===== config.mk =====
export PLATFORM = sky130hd
export DESIGN_NAME = dmem_arbiter
export DESIGN_NICKNAME = d
export VERILOG_FILES = /design/src/rtl/dmem_arbiter_pkg.sv /design/src/rtl/dmem_arbiter_rr_arb2.sv /design/src/rtl/dmem_arbiter.sv
export SDC_FILE = /design/constraint.sdc
export NUM_CORES = 1
export LEC_CHECK = 0
export CAP_MARGIN = 20
export CORE_MARGIN = 2
export CORE_UTILIZATION = 45
export DETAILED_ROUTE_END_ITERATION = 7
export GPL_ROUTABILITY_DRIVEN = 0
export GPL_TIMING_DRIVEN = 0
export HOLD_SLACK_MARGIN = 0.08
export PLACE_DENSITY = 0.89
export SYNTH_ARGS = -nofsm -noshare
export SYNTH_HDL_FRONTEND = slang
export SYNTH_SLANG_ARGS = --single-unit

===== constraint.sdc =====
create_clock -name clk -period 6.2 [get_ports clk]
set_input_delay 0.62 -clock clk [delete_from_list [all_inputs] [get_ports clk]]
set_output_delay 0.62 -clock clk [all_outputs]
set_load 0.01 [all_outputs]

===== src/rtl/dmem_arbiter_pkg.sv =====
// Shared size codes, FSM encodings and store-lane helper for the data-memory arbiter.
package dmem_arbiter_pkg;
  localparam int REG_SIZE   = 32;
  localparam int DMEM_ABITS = 12;

  localparam logic [1:0] SZ_BYTE = 2'd1;
  localparam logic [1:0] SZ_HALF = 2'd2;
  localparam logic [1:0] SZ_WORD = 2'd3;

  typedef enum logic [1:0] {
    DA_IDLE  = 2'd0,
    DA_ISSUE = 2'd1,
    DA_WAIT  = 2'd2,
    DA_RESP  = 2'd3
  } da_state_e;

  // dmem picks the active lane from daddr, so narrow stores are copied to every lane.
  function automatic logic [REG_SIZE-1:0] lane_replicate(input logic [1:0] size,
                                                         input logic [REG_SIZE-1:0] wdata);
    case (size)
      SZ_BYTE: return {4{wdata[7:0]}};
      SZ_HALF: return {2{wdata[15:0]}};
      default: return wdata;
    endcase
  endfunction
endpackage


===== src/rtl/dmem_arbiter_rr_arb2.sv =====
// Two-requester round-robin grant with a registered last-grant pointer.
module rr_arb2 (
  input  logic       clk_i,
  input  logic       rst_i,
  input  logic [1:0] req_i,
  input  logic       upd_i,
  output logic [1:0] gnt_o
);
  logic last_q;

  // On a tie the port that was not granted last time wins.
  always_comb begin
    gnt_o = req_i;
    if (req_i == 2'b11) gnt_o = last_q ? 2'b01 : 2'b10;
  end

  always_ff @(posedge clk_i) begin
    if (rst_i) begin
      last_q <= 1'b1;
    end else if (upd_i && (|req_i)) begin
      last_q <= gnt_o[1];
    end
  end
endmodule


===== src/rtl/dmem_arbiter.sv =====
// Round-robin arbiter and access sequencer in front of the byte-banked dmem.
module dmem_arbiter
  import dmem_arbiter_pkg::*;
#(
  parameter int DMEM_LAT = 2,
  parameter int ABITS    = DMEM_ABITS
) (
  input  logic                clk,
  input  logic                rst,
  input  logic                p0_valid,
  output logic                p0_ready,
  input  logic [REG_SIZE-1:0] p0_addr,
  input  logic                p0_wr,
  input  logic [1:0]          p0_size,
  input  logic                p0_signed,
  input  logic [REG_SIZE-1:0] p0_wdata,
  output logic                p0_rvalid,
  output logic [REG_SIZE-1:0] p0_rdata,
  output logic                p0_err,
  input  logic                p1_valid,
  output logic                p1_ready,
  input  logic [REG_SIZE-1:0] p1_addr,
  input  logic                p1_wr,
  input  logic [1:0]          p1_size,
  input  logic                p1_signed,
  input  logic [REG_SIZE-1:0] p1_wdata,
  output logic                p1_rvalid,
  output logic [REG_SIZE-1:0] p1_rdata,
  output logic                p1_err,
  output logic [REG_SIZE-1:0] daddr,
  output logic [1:0]          we,
  output logic [REG_SIZE-1:0] indata,
  input  logic [REG_SIZE-1:0] outdata,
  output logic                busy
);
  da_state_e           state_q;
  logic [7:0]          cnt_q;
  logic                port_q, wr_q, sgn_q;
  logic [1:0]          size_q, lo_q;
  logic [1:0]          we_q, rvalid_q, err_q;
  logic [REG_SIZE-1:0] daddr_q, indata_q, rdata_q;

  logic [1:0]          gnt;
  logic                idle, accept, sel, r_wr, r_sgn;
  logic [1:0]          r_size;
  logic [REG_SIZE-1:0] r_addr, r_wdata;

  function automatic logic is_illegal(input logic [1:0] size, input logic [REG_SIZE-1:0] addr);
    return (size == 2'd0) || (size == SZ_HALF && addr[0]) ||
           (size == SZ_WORD && addr[1:0] != 2'b00) || ((addr >> ABITS) != '0);
  endfunction

  function automatic logic [REG_SIZE-1:0] load_extend(input logic [REG_SIZE-1:0] w,
                                                      input logic [1:0] lo,
                                                      input logic [1:0] size,
                                                      input logic sgn);
    logic [7:0]  b;
    logic [15:0] h;
    b = w[{lo, 3'b000} +: 8];
    h = lo[1] ? w[31:16] : w[15:0];
    case (size)
      SZ_BYTE: return {{24{sgn & b[7]}}, b};
      SZ_HALF: return {{16{sgn & h[15]}}, h};
      default: return w;
    endcase
  endfunction

  assign idle   = (state_q == DA_IDLE);
  assign accept = idle && (|gnt);
  assign sel    = gnt[1];

  rr_arb2 u_arb (
    .clk_i (clk),
    .rst_i (rst),
    .req_i ({p1_valid, p0_valid}),
    .upd_i (idle),
    .gnt_o (gnt)
  );

  assign r_addr  = sel ? p1_addr   : p0_addr;
  assign r_wr    = sel ? p1_wr     : p0_wr;
  assign r_size  = sel ? p1_size   : p0_size;
  assign r_sgn   = sel ? p1_signed : p0_signed;
  assign r_wdata = sel ? p1_wdata  : p0_wdata;

  always_ff @(posedge clk) begin
    if (rst) begin
      state_q  <= DA_IDLE;
      we_q     <= '0;
      daddr_q  <= '0;
      indata_q <= '0;
      rvalid_q <= '0;
      err_q    <= '0;
      rdata_q  <= '0;
    end else begin
      rvalid_q <= '0;
      err_q    <= '0;
      we_q     <= '0;
      case (state_q)
        DA_IDLE: begin
          if (accept) begin
            port_q <= sel;
            wr_q   <= r_wr;
            size_q <= r_size;
            sgn_q  <= r_sgn;
            lo_q   <= r_addr[1:0];
            if (is_illegal(r_size, r_addr)) begin
              state_q  <= DA_RESP;
              rvalid_q <= sel ? 2'b10 : 2'b01;
              err_q    <= sel ? 2'b10 : 2'b01;
              rdata_q  <= '0;
            end else begin
              // dmem inputs are registered here so they are stable for the whole ISSUE cycle.
              state_q <= DA_ISSUE;
              daddr_q <= r_addr;
              we_q    <= r_wr ? r_size : 2'b00;
              if (r_wr) indata_q <= lane_replicate(r_size, r_wdata);
            end
          end
        end
        DA_ISSUE: begin
          state_q <= DA_WAIT;
          cnt_q   <= 8'(DMEM_LAT - 1);
        end
        DA_WAIT: begin
          if (cnt_q == 8'd0) begin
            state_q  <= DA_RESP;
            rvalid_q <= port_q ? 2'b10 : 2'b01;
            rdata_q  <= wr_q ? '0 : load_extend(outdata, lo_q, size_q, sgn_q);
          end else begin
            cnt_q <= cnt_q - 8'd1;
          end
        end
        default: state_q <= DA_IDLE;
      endcase
    end
  end

  assign p0_ready  = idle & gnt[0];
  assign p1_ready  = idle & gnt[1];
  assign p0_rvalid = rvalid_q[0];
  assign p1_rvalid = rvalid_q[1];
  assign p0_err    = err_q[0];
  assign p1_err    = err_q[1];
  assign p0_rdata  = rvalid_q[0] ? rdata_q : '0;
  assign p1_rdata  = rvalid_q[1] ? rdata_q : '0;
  assign daddr     = daddr_q;
  assign we        = we_q;
  assign indata    = indata_q;
  assign busy      = !idle;
endmodule


==> flow_summary.json, run 1 <==
{
  "initial_core_util": 0.458,
  "period_share": 0.735,
  "worst_slew_margin_rel": 0.459,
  "design.final.nets": 1288,
  "synth_nets": 960,
  "clkLatencyLatePin_ps": 420,
  "min_delay_worst_endpoint": "daddr[27]",
  "synth-async-reset-ratio": 0,
  "detail_route.vias_per_cell": 5.68,
  "setup_repair_after_global_routing_missed_its_margin": "false",
  "hold_path.class": "reg2reg",
  "vias": 7413,
  "total_routing_resource_utilization_after_global_routing": 0.317,
  "share_clk_of_total_power": 0.355,
  "ff2ff_setup_slack_ps": 2020,
  "switching_fraction_of_total_power": 0.329,
  "dp_worst_setup_slack_ps": 1350,
  "clk_pin_slew_worst_paths_ps": 60,
  "number_of_cells_on_the_worst_hold_path": 1,
  "area_overhead_vs_synth_pct": 59.0,
  "grt_pass1_vias": 7497,
  "post-route-drc-count": 0,
  "multiInputGateArea_um2": 3710,
  "number_of_i_o_port_buffers": 308,
  "fin_skew_ps": 10.2,
  "die_h_um": 125,
  "synth_cell_type_count": 51,
  "post-route-worst-setup-slack_ps": 1640,
  "totalNegativeSetupSlack_ps": 0,
  "reg2reg_from": "u_arb.last_q",
  "min_period_ps": 4560,
  "largest_net_degree_at_the_start_of_global_routing": 17,
  "cts.path.max_buffers": 2,
  "vdd.ir_drop.worst_mv": 0.189,
  "number_of_enable_type_register_cells_in_the_synthesized_netlist": 15,
  "critical_path.startpoint_type": "input port",
  "dieArea_um2": 15700,
  "p_per_area_nw_per_um2": 260,
  "cts_hold_repair.buffers": 0,
  "antenna_found_initial": 2,
  "cp_data_arrival_time_ps": 4880,
  "leakage_nw": 3.99,
  "cts_tree": "yes",
  "globalRoute.totalOverflow": 0,
  "min-delay-start": "daddr[27]",
  "power.internal_mw": 1.83,
  "synth-seq-cells": 120,
  "chipWidth_um": 125,
  "worst-slew-pin-transition_ps": 810,
  "final_core_utilization": 0.729,
  "postCtsSetupRepairBufs": 0,
  "number_of_i_o_pins": 309,
  "cts_max_level": 4,
  "drt_first_iter_violations": 686,
  "dpl.hpwl_um": 19200,
  "ys_dominant_reg_cell": "sky130_fd_sc_hd__dfxtp_1",
  "detail_route.wirelength_um": 25200,
  "yosysWarningCount": 0,
  "fillCellCount": 1090,
  "ant_nets": 0,
  "power_switching_mw": 0.897,
  "tritoncts.num_buffers": 17,
  "layout-drive-gt1-share": 0.0599,
  "critical_path_class": "in2reg",
  "setup_viol": 0,
  "outcome": "completed",
  "maximum_clock_frequency_mhz": 219,
  "power.sequential.fraction": 0.329,
  "grt_first_pass_wirelength_um": 39200,
  "syn_area_um2": 6610,
  "max_cap_violations": 0,
  "critical_path_peak_fanout": 10,
  "ff_latch_area_um2": 2550,
  "worstPathRequired_ps": 6520,
  "synth.yosys.seq_area_share": 0.386,
  "drv_slew": 0,
  "rr_worst_depth": 14,
  "cts.repair.resized": 0,
  "clock_sinks": 120,
  "clock_tree.root_cell": "sky130_fd_sc_hd__clkbuf_16",
  "fp-row-count": 44,
  "synth_cells": 778,
  "postSynthAreaPerCell_um2": 8.50,
  "wl_per_cell_um": 19.3,
  "core_area_um2": 14400,
  "rr_endpoint": "indata[13]",
  "hold_viol_final": 0,
  "share_comb_of_total_power": 0.317,
  "drt_pre_antenna_iters": 6,
  "timing.critical_path.to_type": "flip-flop"
}
## critical path: stages
cell	delay [ps]
sky130_fd_sc_hd__clkdlybuf4s50_1	460
sky130_fd_sc_hd__a21bo_1	200
sky130_fd_sc_hd__buf_4	180
sky130_fd_sc_hd__clkbuf_1	450
sky130_fd_sc_hd__clkbuf_1	490
sky130_fd_sc_hd__mux2i_1	550
sky130_fd_sc_hd__inv_1	180
sky130_fd_sc_hd__ha_1	250
sky130_fd_sc_hd__o21ai_0	80
sky130_fd_sc_hd__mux2i_1	120
sky130_fd_sc_hd__a221oi_1	340
sky130_fd_sc_hd__buf_2	290
sky130_fd_sc_hd__buf_2	270
sky130_fd_sc_hd__a31oi_1	130
sky130_fd_sc_hd__a211oi_1	280
## power groups by stage
stage	Sequential, mW	Clock [mW]	Combinational, mW
after floorplan	0.898	0	0.547
after global placement	0.909	0	0.823
after detailed placement	0.913	0	0.839
after CTS	0.897	0.972	0.850
after global routing	0.903	1.01	0.932
final	0.898	0.968	0.864
## sequential cells by signal (all words and copies together), names as in the netlist
register      flops
lo_q              2
state_q           2
sgn_q             1
indata           32
daddr            32
cnt_q             8
wr_q              1
err_q             2
port_q            1
we                2
size_q            2
rvalid_q          2
u_arb.last_q      1
rdata_q          32
## synthesized netlist by cell type (all sizes together), types with 2 or more instances
cell | instances | area [um2]
nand3 | 3 | 15.0
a31oi | 33 | 206
buf | 15 | 100
mux2i | 55 | 551
o2bb2ai | 5 | 43.8
nand2b | 41 | 257
mux2 | 17 | 195
a21boi | 2 | 15.0
o221ai | 7 | 61.3
o22a | 3 | 26.3
o21ai | 31 | 155
inv | 17 | 63.8
a211oi | 25 | 188
clkbuf | 49 | 184
and2 | 89 | 557
o211ai | 11 | 82.6
dfxtp | 105 | 2100
ha | 10 | 125
and3 | 3 | 18.8
or2 | 3 | 18.8
nor2b | 11 | 68.8
a311oi | 11 | 96.3
a21oi | 42 | 210
nor2 | 36 | 135
nor3 | 9 | 45.0
edfxtp | 15 | 450
nand4 | 3 | 18.8
nor3b | 2 | 15.0
xor2 | 3 | 26.3
o22ai | 10 | 62.6
nand2 | 91 | 342
nor4 | 8 | 50.1
## cell type report
class	count	share of cell area
plain buffers	64	0.0270
diodes	2	0.000476
clock inverters	13	0.0109
repair buffers	309	0.294
multi-input cells	577	0.353
well taps	184	0.0219
clock buffers	19	0.0442
flip-flops and latches	120	0.243
inverters	17	0.00607
## cell usage in the layout (no fill, tap or decap), types with 16 or more instances in the layout
cell	count
sky130_fd_sc_hd__nand2_1	91
sky130_fd_sc_hd__mux2i_1	55
sky130_fd_sc_hd__a31oi_1	33
sky130_fd_sc_hd__a21oi_1	42
sky130_fd_sc_hd__clkdlybuf4s50_1	308
sky130_fd_sc_hd__inv_1	16
sky130_fd_sc_hd__and2_1	89
sky130_fd_sc_hd__o21ai_0	31
sky130_fd_sc_hd__dfxtp_1	105
sky130_fd_sc_hd__clkbuf_16	18
sky130_fd_sc_hd__clkbuf_1	49
sky130_fd_sc_hd__a211oi_1	25
sky130_fd_sc_hd__nor2_1	36
sky130_fd_sc_hd__nand2b_1	41
## worst max-delay path by stage
stage | from | end | slack (ps) | depth (start not counted)
floorplan | p1_valid | rdata_q[7] | 2610 | 13
global placement | p1_valid | daddr[7] | 1480 | 15
detailed placement | p1_valid | indata[13] | 1350 | 15
CTS | p1_valid | daddr[4] | 1760 | 15
global route | p1_valid | indata[16] | 1350 | 15
finish | p1_valid | indata[13] | 1640 | 15
## stage by stage
step | hold slack, ps | total power [mW] | std cells | instance area, um2
final | 459 | 2.73 | 1305 | 10500
after CTS | 462 | 2.72 | 1303 | 10500
after global placement | 441 | 1.73 | 1270 | 9920
after global routing | 477 | 2.85 | 1305 | 10500
after detailed placement | 446 | 1.75 | 1271 | 9930
after floorplan | 452 | 1.45 | 778 | 6610
## kinds of logic (layout without fill, tap and decap cells)
| group | Yosys count | in the layout | synth area share |
|---|---|---|---|
| xor gates and xnor gates | 4 | 4 | 0.00530 |
| and+or+nand+nor | 302 | 302 | 0.236 |
| other | 0 | 2 | 0 |
| buffers and inverters | 81 | 422 | 0.0526 |
| muxes | 73 | 73 | 0.116 |
| DFF | 120 | 120 | 0.386 |
| AOI/OAI and AO/OA | 188 | 188 | 0.184 |
| adders and majority gates | 10 | 10 | 0.0189 |
## layer usage
metal,routed length [um],global-route usage
met5,0,0
met4,1270,0.152
met1,9110,0.354
met2,12500,0.555
met3,2350,0.0920
Power figures use the tool's default switching activity.
==> run 2: changes to the inputs <==
--- a/config.mk
+++ b/config.mk
@@ -7,12 +7,12 @@
 export LEC_CHECK = 0
 export CAP_MARGIN = 20
 export CORE_MARGIN = 2
-export CORE_UTILIZATION = 45
+export CORE_UTILIZATION = 38
 export DETAILED_ROUTE_END_ITERATION = 7
 export GPL_ROUTABILITY_DRIVEN = 0
 export GPL_TIMING_DRIVEN = 0
 export HOLD_SLACK_MARGIN = 0.08
-export PLACE_DENSITY = 0.89
+export PLACE_DENSITY = 0.8
 export SYNTH_ARGS = -nofsm -noshare
 export SYNTH_HDL_FRONTEND = slang
 export SYNTH_SLANG_ARGS = --single-unit
==> constraint.sdc (replaced) <==
create_clock -name clk -period 3.8 [get_ports clk]
set_input_delay 0.38 -clock clk [delete_from_list [all_inputs] [get_ports clk]]
set_output_delay 0.38 -clock clk [all_outputs]
set_load 0.01 [all_outputs]
==> run 2 against run 1 <==
Net effect:
- cell count grew 3.1%
- utilization down 11 points
- routed wire length rose by 1.2%
- sequential cell count unchanged
- clock power rose by 70%
- cell area is 1.1% higher
- via count fell by 2.9%
- die area is 18% higher
- first-iteration DRC count shrank 43%
- sequential share of layout area shrank 0.26 points
- critical path depth decreased by 1
- critical endpoint unchanged
==> flow_summary.json, run 2 (synthesis gave the netlist of run 1 again) <==
{
  "hold_viol_final": 0,
  "post-route-drc-count": 0,
  "placed_cell_area_um2": 9970,
  "critical_path.startpoint_type": "input port",
  "layout_common_cells": "308 x sky130_fd_sc_hd__clkdlybuf4s50_1, 105 x sky130_fd_sc_hd__dfxtp_1, 91 x sky130_fd_sc_hd__nand2_1",
  "drt_first_iter_violations": 389,
  "reg2reg_from": "u_arb.last_q",
  "cp_data_arrival_time_ps": 3880,
  "leakage_nw": 4.01,
  "period_share": 0.940,
  "number_of_cells_on_the_worst_hold_path": 1,
  "ff2ff_setup_slack_ps": 420,
  "clk_pin_slew_worst_paths_ps": 60,
  "dieArea_um2": 18500,
  "cts_hold_repair.buffers": 0,
  "design_area_um2": 10600,
  "initial_core_util": 0.385,
  "min_period_ps": 3570,
  "cts_tree": "yes",
  "detail_route.vias_per_cell": 5.35,
  "min-delay-start": "daddr[25]",
  "wl_per_cell_um": 19.0,
  "min_delay_worst_endpoint": "daddr[25]",
  "dpl.hpwl_um": 19800,
  "total_routing_resource_utilization_after_global_routing": 0.273,
  "worst-slew-pin-transition_ps": 880,
  "p_per_area_nw_per_um2": 426,
  "maximum_clock_frequency_mhz": 280,
  "cts.path.max_buffers": 2,
  "cts_max_level": 4,
  "vias": 7196,
  "ant_nets": 0,
  "number_of_i_o_port_buffers": 308,
  "drt_pre_antenna_iters": 5,
  "area_overhead_vs_synth_pct": 60.8,
  "grt_first_pass_wirelength_um": 38300,
  "die_h_um": 136,
  "globalRoute.totalOverflow": 0,
  "fin_worst_hold_slack_ps": 456,
  "number_of_i_o_pins": 309,
  "worst_slew_margin_rel": 0.410,
  "core_area_um2": 17200,
  "worstPathRequired_ps": 4110,
  "clock_sinks": 120,
  "outcome": "completed",
  "critical_path_class": "in2reg",
  "design.final.nets": 1288,
  "rr_worst_depth": 13,
  "timing.critical_path.to_type": "flip-flop",
  "grt_pass1_vias": 7130,
  "fp-row-count": 48,
  "antenna_found_initial": 3,
  "largest_net_degree_at_the_start_of_global_routing": 20,
  "hold_path.class": "reg2reg",
  "final_core_utilization": 0.619,
  "tritoncts.num_buffers": 17,
  "clkLatencyLatePin_ps": 420,
  "setup_repair_after_global_routing_missed_its_margin": "false",
  "layout_commonest_cell": "sky130_fd_sc_hd__clkdlybuf4s50_1",
  "vdd.ir_drop.worst_mv": 0.357,
  "critical_path_peak_fanout": 10,
  "drv_slew": 0,
  "max_cap_violations": 0,
  "layout-drive-gt1-share": 0.0644,
  "clock_tree.root_cell": "sky130_fd_sc_hd__clkbuf_16",
  "fin_skew_ps": 12.4,
  "setup_viol": 0,
  "chipWidth_um": 136,
  "detail_route.wirelength_um": 25500,
  "rr_endpoint": "indata[13]"
}
[run 2: worst max path at each step]
| stage | from | to | cells after the start |
|---|---|---|---|
| after floorplan | p1_valid | rdata_q[7] | 13 |
| after global placement | p1_valid | daddr[9] | 14 |
| after detailed placement | p1_valid | daddr[9] | 15 |
| after CTS | p1_valid | indata[13] | 14 |
| after global routing | p1_valid | daddr[4] | 14 |
| final | p1_valid | indata[13] | 14 |
[run 2: layout make-up]
type / count / area (um2)
Multi-Input combinational cell: 577 / 3730
Tap cell: 225 / 282
Fill cell: 1487 / 6550
Timing Repair Buffer: 310 / 3100
Clock inverter: 10 / 115
Clock buffer: 21 / 493
Inverter: 17 / 63.8
Sequential cell: 120 / 2550
Buffer: 63 / 293
Antenna cell: 2 / 5.00
[run 2: layer usage]
metal | wire [um] | up-vias | GRT usage
li1 | - | 3399 | -
met1 | 9540 | 3349 | 0.304
met2 | 12700 | 384 | 0.480
met3 | 2430 | 62 | 0.0854
met4 | 836 | 2 | 0.113
met5 | 11 | - | 0
[run 2: critical path, stage by stage]
cell and delay (ps):
sky130_fd_sc_hd__clkdlybuf4s50_1 510, sky130_fd_sc_hd__a21bo_1 220, sky130_fd_sc_hd__buf_4 170, sky130_fd_sc_hd__inv_2 170, sky130_fd_sc_hd__clkbuf_4 270, sky130_fd_sc_hd__mux2i_4 310, sky130_fd_sc_hd__inv_1 130, sky130_fd_sc_hd__ha_1 210
sky130_fd_sc_hd__clkbuf_2 210, sky130_fd_sc_hd__a221oi_2 360, sky130_fd_sc_hd__clkbuf_4 260, sky130_fd_sc_hd__buf_2 240, sky130_fd_sc_hd__a31oi_1 120, sky130_fd_sc_hd__a211oi_1 300
[run 2: repair_timing]
item,CTS,global route
pin swaps,0,1
gates resized for setup,3,11
endpoints found under the setup margin,98,63
setup buffers,0,1
[run 2: stage by stage]
stage	cells	setup slack (ps)	power, mW	TNS, ps
after global routing	1345	29.1	4.72	0
after CTS	1341	22.3	4.52	0
final	1345	228	4.53	0
after global placement	1311	-662	2.85	-55940
after detailed placement	1311	-774	2.87	-62610
after floorplan	778	452	2.36	0
[run 2: power by group]
group / internal, mW / switching, mW / total (mW) / leakage, nW
clock: 1.06 / 0.597 / 1.65 / 0.292
sequential: 1.39 / 0.0703 / 1.46 / 0.988
combinational: 0.645 / 0.770 / 1.41 / 2.73
